`config.mk`:
```
export PLATFORM = sky130hd
export DESIGN_NAME = onchip_mem_arbiter
export DESIGN_NICKNAME = d
export VERILOG_FILES = /design/src/rtl/onchip_mem_arbiter.sv
export SDC_FILE = /design/constraint.sdc
export NUM_CORES = 1
export LEC_CHECK = 0
export ABC_AREA = 1
export CAP_MARGIN = 40
export CORE_AREA = 4 4 102 104
export DETAILED_ROUTE_END_ITERATION = 10
export DIE_AREA = 0 0 106 108
export HOLD_SLACK_MARGIN = 0.02
export PLACE_DENSITY = 0.76
export SYNTH_ARGS = -nofsm -noshare
export SYNTH_HDL_FRONTEND = slang
export SYNTH_SLANG_ARGS = --single-unit
```
`constraint.sdc`:
```
create_clock -name clk -period 1.8 [get_ports clk]
set_clock_uncertainty 0.2 [all_clocks]
set_input_delay 0.36 -clock clk [delete_from_list [all_inputs] [get_ports clk]]
set_output_delay 0.36 -clock clk [all_outputs]
set_load 0.05 [all_outputs]
```
`src/rtl/onchip_mem_arbiter.sv`:
```
// onchip_mem_arbiter: shares one single-port on-chip RAM between two
// Avalon-MM masters, one transfer per cycle, fixed 1-cycle read return.
`timescale 1ns/1ps
module onchip_mem_arbiter #(
  parameter int ARB_MODE = 0,
  parameter int MAX_WAIT = 15,
  parameter int DEPTH    = 100000
) (
  input  logic        clk,
  input  logic        reset_n,
  input  logic [16:0] m0_address,
  input  logic [3:0]  m0_byteenable,
  input  logic        m0_read,
  input  logic        m0_write,
  input  logic [31:0] m0_writedata,
  output logic        m0_waitrequest,
  output logic [31:0] m0_readdata,
  output logic        m0_readdatavalid,
  input  logic [16:0] m1_address,
  input  logic [3:0]  m1_byteenable,
  input  logic        m1_read,
  input  logic        m1_write,
  input  logic [31:0] m1_writedata,
  output logic        m1_waitrequest,
  output logic [31:0] m1_readdata,
  output logic        m1_readdatavalid,
  output logic [16:0] mem_address,
  output logic [3:0]  mem_byteenable,
  output logic        mem_chipselect,
  output logic        mem_write,
  output logic [31:0] mem_writedata,
  output logic        mem_clken,
  input  logic [31:0] mem_readdata
);

  localparam int WW = $clog2(MAX_WAIT + 1);
  localparam logic [WW-1:0] WMAX = WW'(MAX_WAIT);
  localparam logic [31:0] DEPTH_U = DEPTH;

  logic          req0, req1;
  logic          gnt0, gnt1, any_gnt;
  logic          force1;
  logic          last_gnt;
  logic [WW-1:0] wait_cnt;
  logic          rd_pend, rd_owner, rd_oor;
  logic [16:0]   sel_addr;
  logic [3:0]    sel_be;
  logic [31:0]   sel_wd;
  logic          sel_wr, sel_oor;
  logic [31:0]   rdata;

  assign req0   = m0_read | m0_write;
  assign req1   = m1_read | m1_write;
  assign force1 = (wait_cnt == WMAX);

  // m1 only ever wins what m0 leaves, so the grants stay one-hot
  always_comb begin
    gnt0 = 1'b0;
    gnt1 = 1'b0;
    if (reset_n) begin
      if (ARB_MODE == 0)
        gnt0 = req0 & (~req1 | last_gnt);
      else
        gnt0 = req0 & ~(req1 & force1);
      gnt1 = req1 & ~gnt0;
    end
  end

  assign any_gnt  = gnt0 | gnt1;
  assign sel_addr = gnt1 ? m1_address : m0_address;
  assign sel_be   = gnt1 ? m1_byteenable : m0_byteenable;
  assign sel_wd   = gnt1 ? m1_writedata : m0_writedata;
  assign sel_wr   = gnt1 ? m1_write : m0_write;
  assign sel_oor  = {15'd0, sel_addr} >= DEPTH_U;

  assign mem_address    = reset_n ? sel_addr : '0;
  assign mem_byteenable = reset_n ? sel_be : '0;
  assign mem_writedata  = reset_n ? sel_wd : '0;
  assign mem_chipselect = any_gnt & ~sel_oor;
  assign mem_write      = any_gnt & sel_wr & ~sel_oor;
  assign mem_clken      = reset_n;

  assign m0_waitrequest = ~reset_n | (req0 & ~gnt0);
  assign m1_waitrequest = ~reset_n | (req1 & ~gnt1);

  // out-of-range reads see stale RAM output, so mask it here
  assign rdata            = (~reset_n | rd_oor) ? 32'h0 : mem_readdata;
  assign m0_readdata      = rdata;
  assign m1_readdata      = rdata;
  assign m0_readdatavalid = rd_pend & ~rd_owner;
  assign m1_readdatavalid = rd_pend & rd_owner;

  always_ff @(posedge clk or negedge reset_n) begin
    if (!reset_n) begin
      last_gnt <= 1'b1;
      wait_cnt <= '0;
      rd_pend  <= 1'b0;
      rd_owner <= 1'b0;
      rd_oor   <= 1'b0;
    end else begin
      if (any_gnt)
        last_gnt <= gnt1;
      if (req1 & ~gnt1) begin
        if (!force1)
          wait_cnt <= wait_cnt + WW'(1);
      end else begin
        wait_cnt <= '0;
      end
      rd_pend  <= any_gnt & ~sel_wr;
      rd_owner <= gnt1;
      rd_oor   <= sel_oor;
    end
  end

endmodule

```
==> results of run 1 <==
-- state kept, by name, summed over array words and instances, names as in the netlist --
register,flops
rd_pend,1
last_gnt,1
rd_owner,1
rd_oor,1
-- synth_stat cells --
library cell / count
nand2_1: 115
a21oi_1: 6
nand3_2: 1
clkbuf_1: 6
buf_1: 6
or2_1: 1
inv_2: 2
dfrtp_1: 3
nor2_1: 47
o21ai_0: 2
nor2_2: 1
nand3b_1: 5
or2_2: 1
inv_1: 47
o21ai_2: 1
buf_4: 36
dfstp_2: 1
o21ai_1: 2
nand2_2: 3
nand3_1: 46
or2_0: 1
o21bai_1: 1
buf_6: 1
buf_2: 6
-- where the power goes --
group          internal, uW  switching, uW
Combinational          1640           1770
Sequential              104           6.81
Clock                   152           53.3
-- layout make-up --
cell class / instances / area share [%]
inverters: 49 / 2.737
well taps: 133 / 2.261
flip-flops and latches: 4 / 1.377
multi-input cells: 234 / 29.51
clock buffers: 4 / 0.6120
repair buffers: 330 / 63.50
-- logic make-up after synthesis --
group | synth area share [%]
buffers and inverters | 33.00
AND/OR/NAND/NOR | 56.76
AO/OA/AOI/OAI | 4.049
flip-flops | 6.188
-- final timing paths --
path / end / start / slack [ns]
max in group asynchronous: rd_owner / reset_n / 0.47
setup reg to reg: last_gnt / last_gnt / -0.16
setup / recovery: mem_write / last_gnt / -0.73
min in group clk: last_gnt / last_gnt / 0.49
hold reg to reg: last_gnt / last_gnt / 0.49
hold / removal: last_gnt / reset_n / 0.33
-- metrics by stage --
stage          hold slack [ns]  power, uW  setup TNS [ns]  setup slack, ns  std cells
2_1_floorplan          -0.1356       1642          -25.44          -0.5178        341
3_3_place_gp            0.3157       3016          -56.60          -0.9035        722
3_5_place_dp            0.3138       3062          -62.53           -1.011        722
4_1_cts                 0.2576       3524          -43.96          -0.6454        746
5_1_grt                 0.3363       3844          -48.11          -0.7971        754
6_report                0.3295       3723          -42.98          -0.7308        754
-- metal layers --
layer | GRT usage (%) | up-vias | part of all wire (%)
li1 | - | 1558 | -
met1 | 20.91 | 1584 | 31
met2 | 45.45 | 202 | 58
met3 | 4.836 | 40 | 6.7
met4 | 6.290 | 0 | 4.1
met5 | 0 | - | 0
-- tightest hold or removal path, stage by stage --
cell,delay (ns)
buf_8,0.08
buf_4,0.11
buf_12,0.28
-- repair_timing --
item	in CTS	in global routing
hold endpoints to repair	3	0
pin swaps	38	31
cloned	5	4
hold buffers	1	0
resized for setup	98	94
buffers inserted	17	11
setup endpoints to repair	125	124
==> results_dict.tcl, run 1 <==
set metrics [dict create \
    overflow 0 \
    path_cells "inv_2, o21ai_4, nand2_8, buf_6, nand3b_1, nand2_2, nand2_1, nand2_1, nand2_1, nand3_2, nand2_4, nor2_4, buf_12" \
    detail-route-antenna-nets 0 \
    cts.sinks 4 \
    leakagePower_uw 0.003230 \
    dieArea_sq_um 11450 \
    drv_slew 0 \
    syn-num-nets 485 \
    n_antenna_cell 0 \
    synth_seq_cells 4 \
    drtIter0Drc 135 \
    final-setup-viol-count 124 \
    worst_pin_slew_ns 0.3619 \
    drive_gt1_share_pct 61.03 \
    failed_checks "setup timing" \
    antenna_found_initial 0 \
    cpPeakStageDelay_ns 0.54 \
    peakVddDrop_mv 0.3363 \
    crit_slowest_cell "dfstp_2" \
    synthesis.area_sq_um 1638 \
    cts_root_buffer "clkbuf_8" \
    yosysWarnings 0 \
    clk_path_buf_depth 2 \
    layout_common_cells "138 x clkdlybuf4s50_1, 131 x buf_12, 55 x nand2_4" \
    grt_pass1_vias 3545 \
    routed_wl_microns 14550 \
    cellPowerDensity_nw_per_um2 505.8 \
    dpl_cell_area_sq_um 6281 \
    min_period_ns 2.531 \
    htreeDepth 1 \
    io_pins 268 \
    synthCells 341 \
    rsz0062_at_grt "yes" \
    relSlewSlack_pct 75.87 \
    fp.dieH_microns 108 \
    maxCapViolCount 0 \
    gp_congestion 0.8100 \
    fin_crit_sh_pct 140.6 \
    critPathTopFamily "simple AND/OR/NAND/NOR gates" \
    r2r_cells 10 \
    clkTransAtPathRegs_ns 0.03 \
    postLayoutCoreUtil_pct 77.07 \
    multi_input_area_sq_um 2172 \
    crit_path_start_kind "register" \
    hold_viol_final 0 \
    insertion_delay_ns 0.22 \
    synth_cell_types 24 \
    cpMostUsedCell "nand2_1" \
    outcome "finished, violations left" \
    ys_top_cells_by_area "nand2_1 26%, buf_4 17%, nand3_1 14%, inv_1 11%, nor2_1 11%" \
    cts_tree "done" \
    hold_class "primary input to async pin" \
    post_drt_wl_per_cell_microns 19.30 \
    synth_top_cell_by_area "nand2_1" \
    setup_slack_ns -0.7308 \
    cp.depth 13 \
    seq_area_sq_um 101.3 \
    die_w_microns 106 \
    end_kind "output port" \
    crit_buf_inv 3 \
    start_util_pct 17.15 \
    synth_top_area_share_pct 26.36 \
    place_hpwl_microns 10340 \
    num_vias 3384 \
    via_per_inst 4.488 \
    area_growth_pct 349.4 \
    final_nets 766 \
    cp.required_ns 1.24 \
    drt-pass1-iter-count 4 \
    grt_max_degree 47 \
    grtUsageTotal_pct 21.72 \
    drc 0 \
    finish.instance_area_sq_um 7360 \
    cts-buffers-inserted 3 \
    synth.yosys.seq_area_share_pct 6.188 \
    path_max_fanout 6 \
    core_sq_um 9549 \
    final_common_cell "clkdlybuf4s50_1" \
    port_buffers 267 \
    timing.fmax_mhz 395.1 \
    nFillCells 549 \
    critPathKind "register to output port" \
    syn_avg_cell_area_sq_um 4.803 \
    arrival_ns 1.97 \
    rows 36 \
    grt_pass1_wl_microns 19310 \
]
(Power assumes the default switching activity.)
==> run 2, diff against run 1 <==
PLACE_DENSITY = 0.75   (was 0.76)
==> results_dict.tcl, run 2 (synthesized netlist as in run 1, its figures left out) <==
set metrics [dict create \
    critPathTopFamily "simple AND/OR/NAND/NOR gates" \
    path_cells "inv_2, o21ai_4, nand2_8, nand2_8, buf_6, buf_12, nand2_1, nand2_1, nand2_1, nor2_4, buf_12" \
    final_nets 759 \
    finish.instance_area_sq_um 7405 \
    critPathKind "register to output port" \
    drc 0 \
    via_per_inst 4.530 \
    io_pins 268 \
    final_common_cell "clkdlybuf4s50_1" \
    reg2reg_slack_ns -0.04 \
    cts_hold_buf 0 \
    arrival_ns 1.95 \
    detail-route-antenna-nets 0 \
    postLayoutCoreUtil_pct 77.54 \
    relSlewSlack_pct 81.01 \
    dpl_cell_area_sq_um 6231 \
    drtIter0Drc 142 \
    grt_pass1_wl_microns 17350 \
    final-setup-viol-count 123 \
    min_period_ns 2.507 \
    grt_max_degree 49 \
    leakagePower_uw 0.003151 \
    place_hpwl_microns 9805 \
    setup_slack_ns -0.7068 \
    clkTransAtPathRegs_ns 0.04 \
    cts_tree "done" \
    cts_root_buffer "clkbuf_8" \
    gp_congestion 0.8266 \
    n_antenna_cell 0 \
    failed_checks "setup timing" \
    rsz0062_at_grt "yes" \
    cpPeakStageDelay_ns 0.53 \
    htreeDepth 1 \
    end_kind "output port" \
    crit_path_start_kind "register" \
    cp.required_ns 1.24 \
    routed_wl_microns 14030 \
    fp.dieH_microns 108 \
    antenna_found_initial 0 \
    drive_gt1_share_pct 56.84 \
    die_w_microns 106 \
    num_vias 3384 \
    path_max_fanout 7 \
    area_growth_pct 352.1 \
    post_drt_wl_per_cell_microns 18.78 \
    r2r_cells 10 \
    maxCapViolCount 0 \
    rows 36 \
    regToRegEndpoint "last_gnt" \
    dieArea_sq_um 11450 \
    cellPowerDensity_nw_per_um2 503.0 \
    fin_crit_sh_pct 139.3 \
    drv_slew 0 \
    crit_slowest_cell "dfstp_2" \
    hold_viol_final 0 \
    r2r-start "last_gnt" \
    peakVddDrop_mv 0.3052 \
    cts.sinks 4 \
    start_util_pct 17.15 \
    clk_path_buf_depth 2 \
    layout_common_cells "138 x clkdlybuf4s50_1, 128 x buf_12, 62 x nand2_1" \
    worst_pin_slew_ns 0.2842 \
    core_sq_um 9549 \
    hold_class "primary input to async pin" \
    drt-pass1-iter-count 4 \
    overflow 0 \
    timing.fmax_mhz 398.9 \
    crit_buf_inv 4 \
    insertion_delay_ns 0.22 \
    grt_pass1_vias 3399 \
    cpMostUsedCell "nand2_1" \
    port_buffers 267 \
    cts-buffers-inserted 3 \
    outcome "finished, violations left" \
    grtUsageTotal_pct 19.03 \
]
[run 2: worst max-delay path by stage]
stage             start             end  cells after the start
2_1_floorplan   m0_read  mem_chipselect                     10
6_report       last_gnt       mem_write                     11
3_5_place_dp   m1_write  mem_chipselect                     11
4_1_cts        last_gnt  mem_chipselect                     13
5_1_grt        last_gnt  mem_chipselect                     13
3_3_place_gp   m0_write       mem_write                     11
[run 2: per-stage QoR]
stage          hold slack [ns]  setup WS [ns]  power [uW]  setup TNS, ns  std cells
2_1_floorplan          -0.1356        -0.5178        1642         -25.44        341
5_1_grt                 0.1135        -0.7798        3839         -51.89        747
3_5_place_dp            0.3335         -1.046        3044         -62.88        717
6_report                0.1076        -0.7068        3724         -47.47        747
3_3_place_gp            0.3285        -0.9350        2997         -59.17        717
4_1_cts                0.05726        -0.6512        3454         -44.34        738
[run 2: timing repair]
item / CTS / global route
buffers inserted: 13 / 7
gates cloned: 5 / 7
resized for setup: 74 / 101
endpoints found under the setup margin: 124 / 123
pin swaps: 31 / 59
[run 2: final cells by class]
cell class,count,area (sq um)
Inverter,49,191.4
Fill cell,549,2145
Sequential cell,4,101.3
Clock buffer,4,45.04
Tap cell,133,166.4
Multi-Input combinational cell,234,2243
Timing Repair Buffer,323,4657
[run 2: metal layers]
metal / vias up / share of wire, % / GRT usage [%]
li1: 1550 / - / -
met1: 1593 / 32 / 18.90
met2: 202 / 57 / 39.39
met3: 39 / 7.2 / 4.119
met4: 0 / 3.3 / 5.088
met5: - / 0 / 0
[run 2: power by group]
| part | total [uW] | internal [uW] | switching, uW | leakage, uW |
|---|---|---|---|---|
| logic | 3410 | 1640 | 1770 | 0.00308 |
| clock network | 209 | 152 | 57.2 | 0.0000228 |
| registers | 110 | 104 | 6.18 | 0.0000496 |
| total | 3720 | 1890 | 1830 | 0.00315 |
[run 2: worst reg2reg max path, delay by kind of cell, from the launching register on]
kind / cells / cell delay, ns
and+or+nand+nor: 1 / 0.12
buffers and inverters: 6 / 0.58
AOI/OAI and AO/OA: 3 / 0.34
DFF: 1 / 0.53
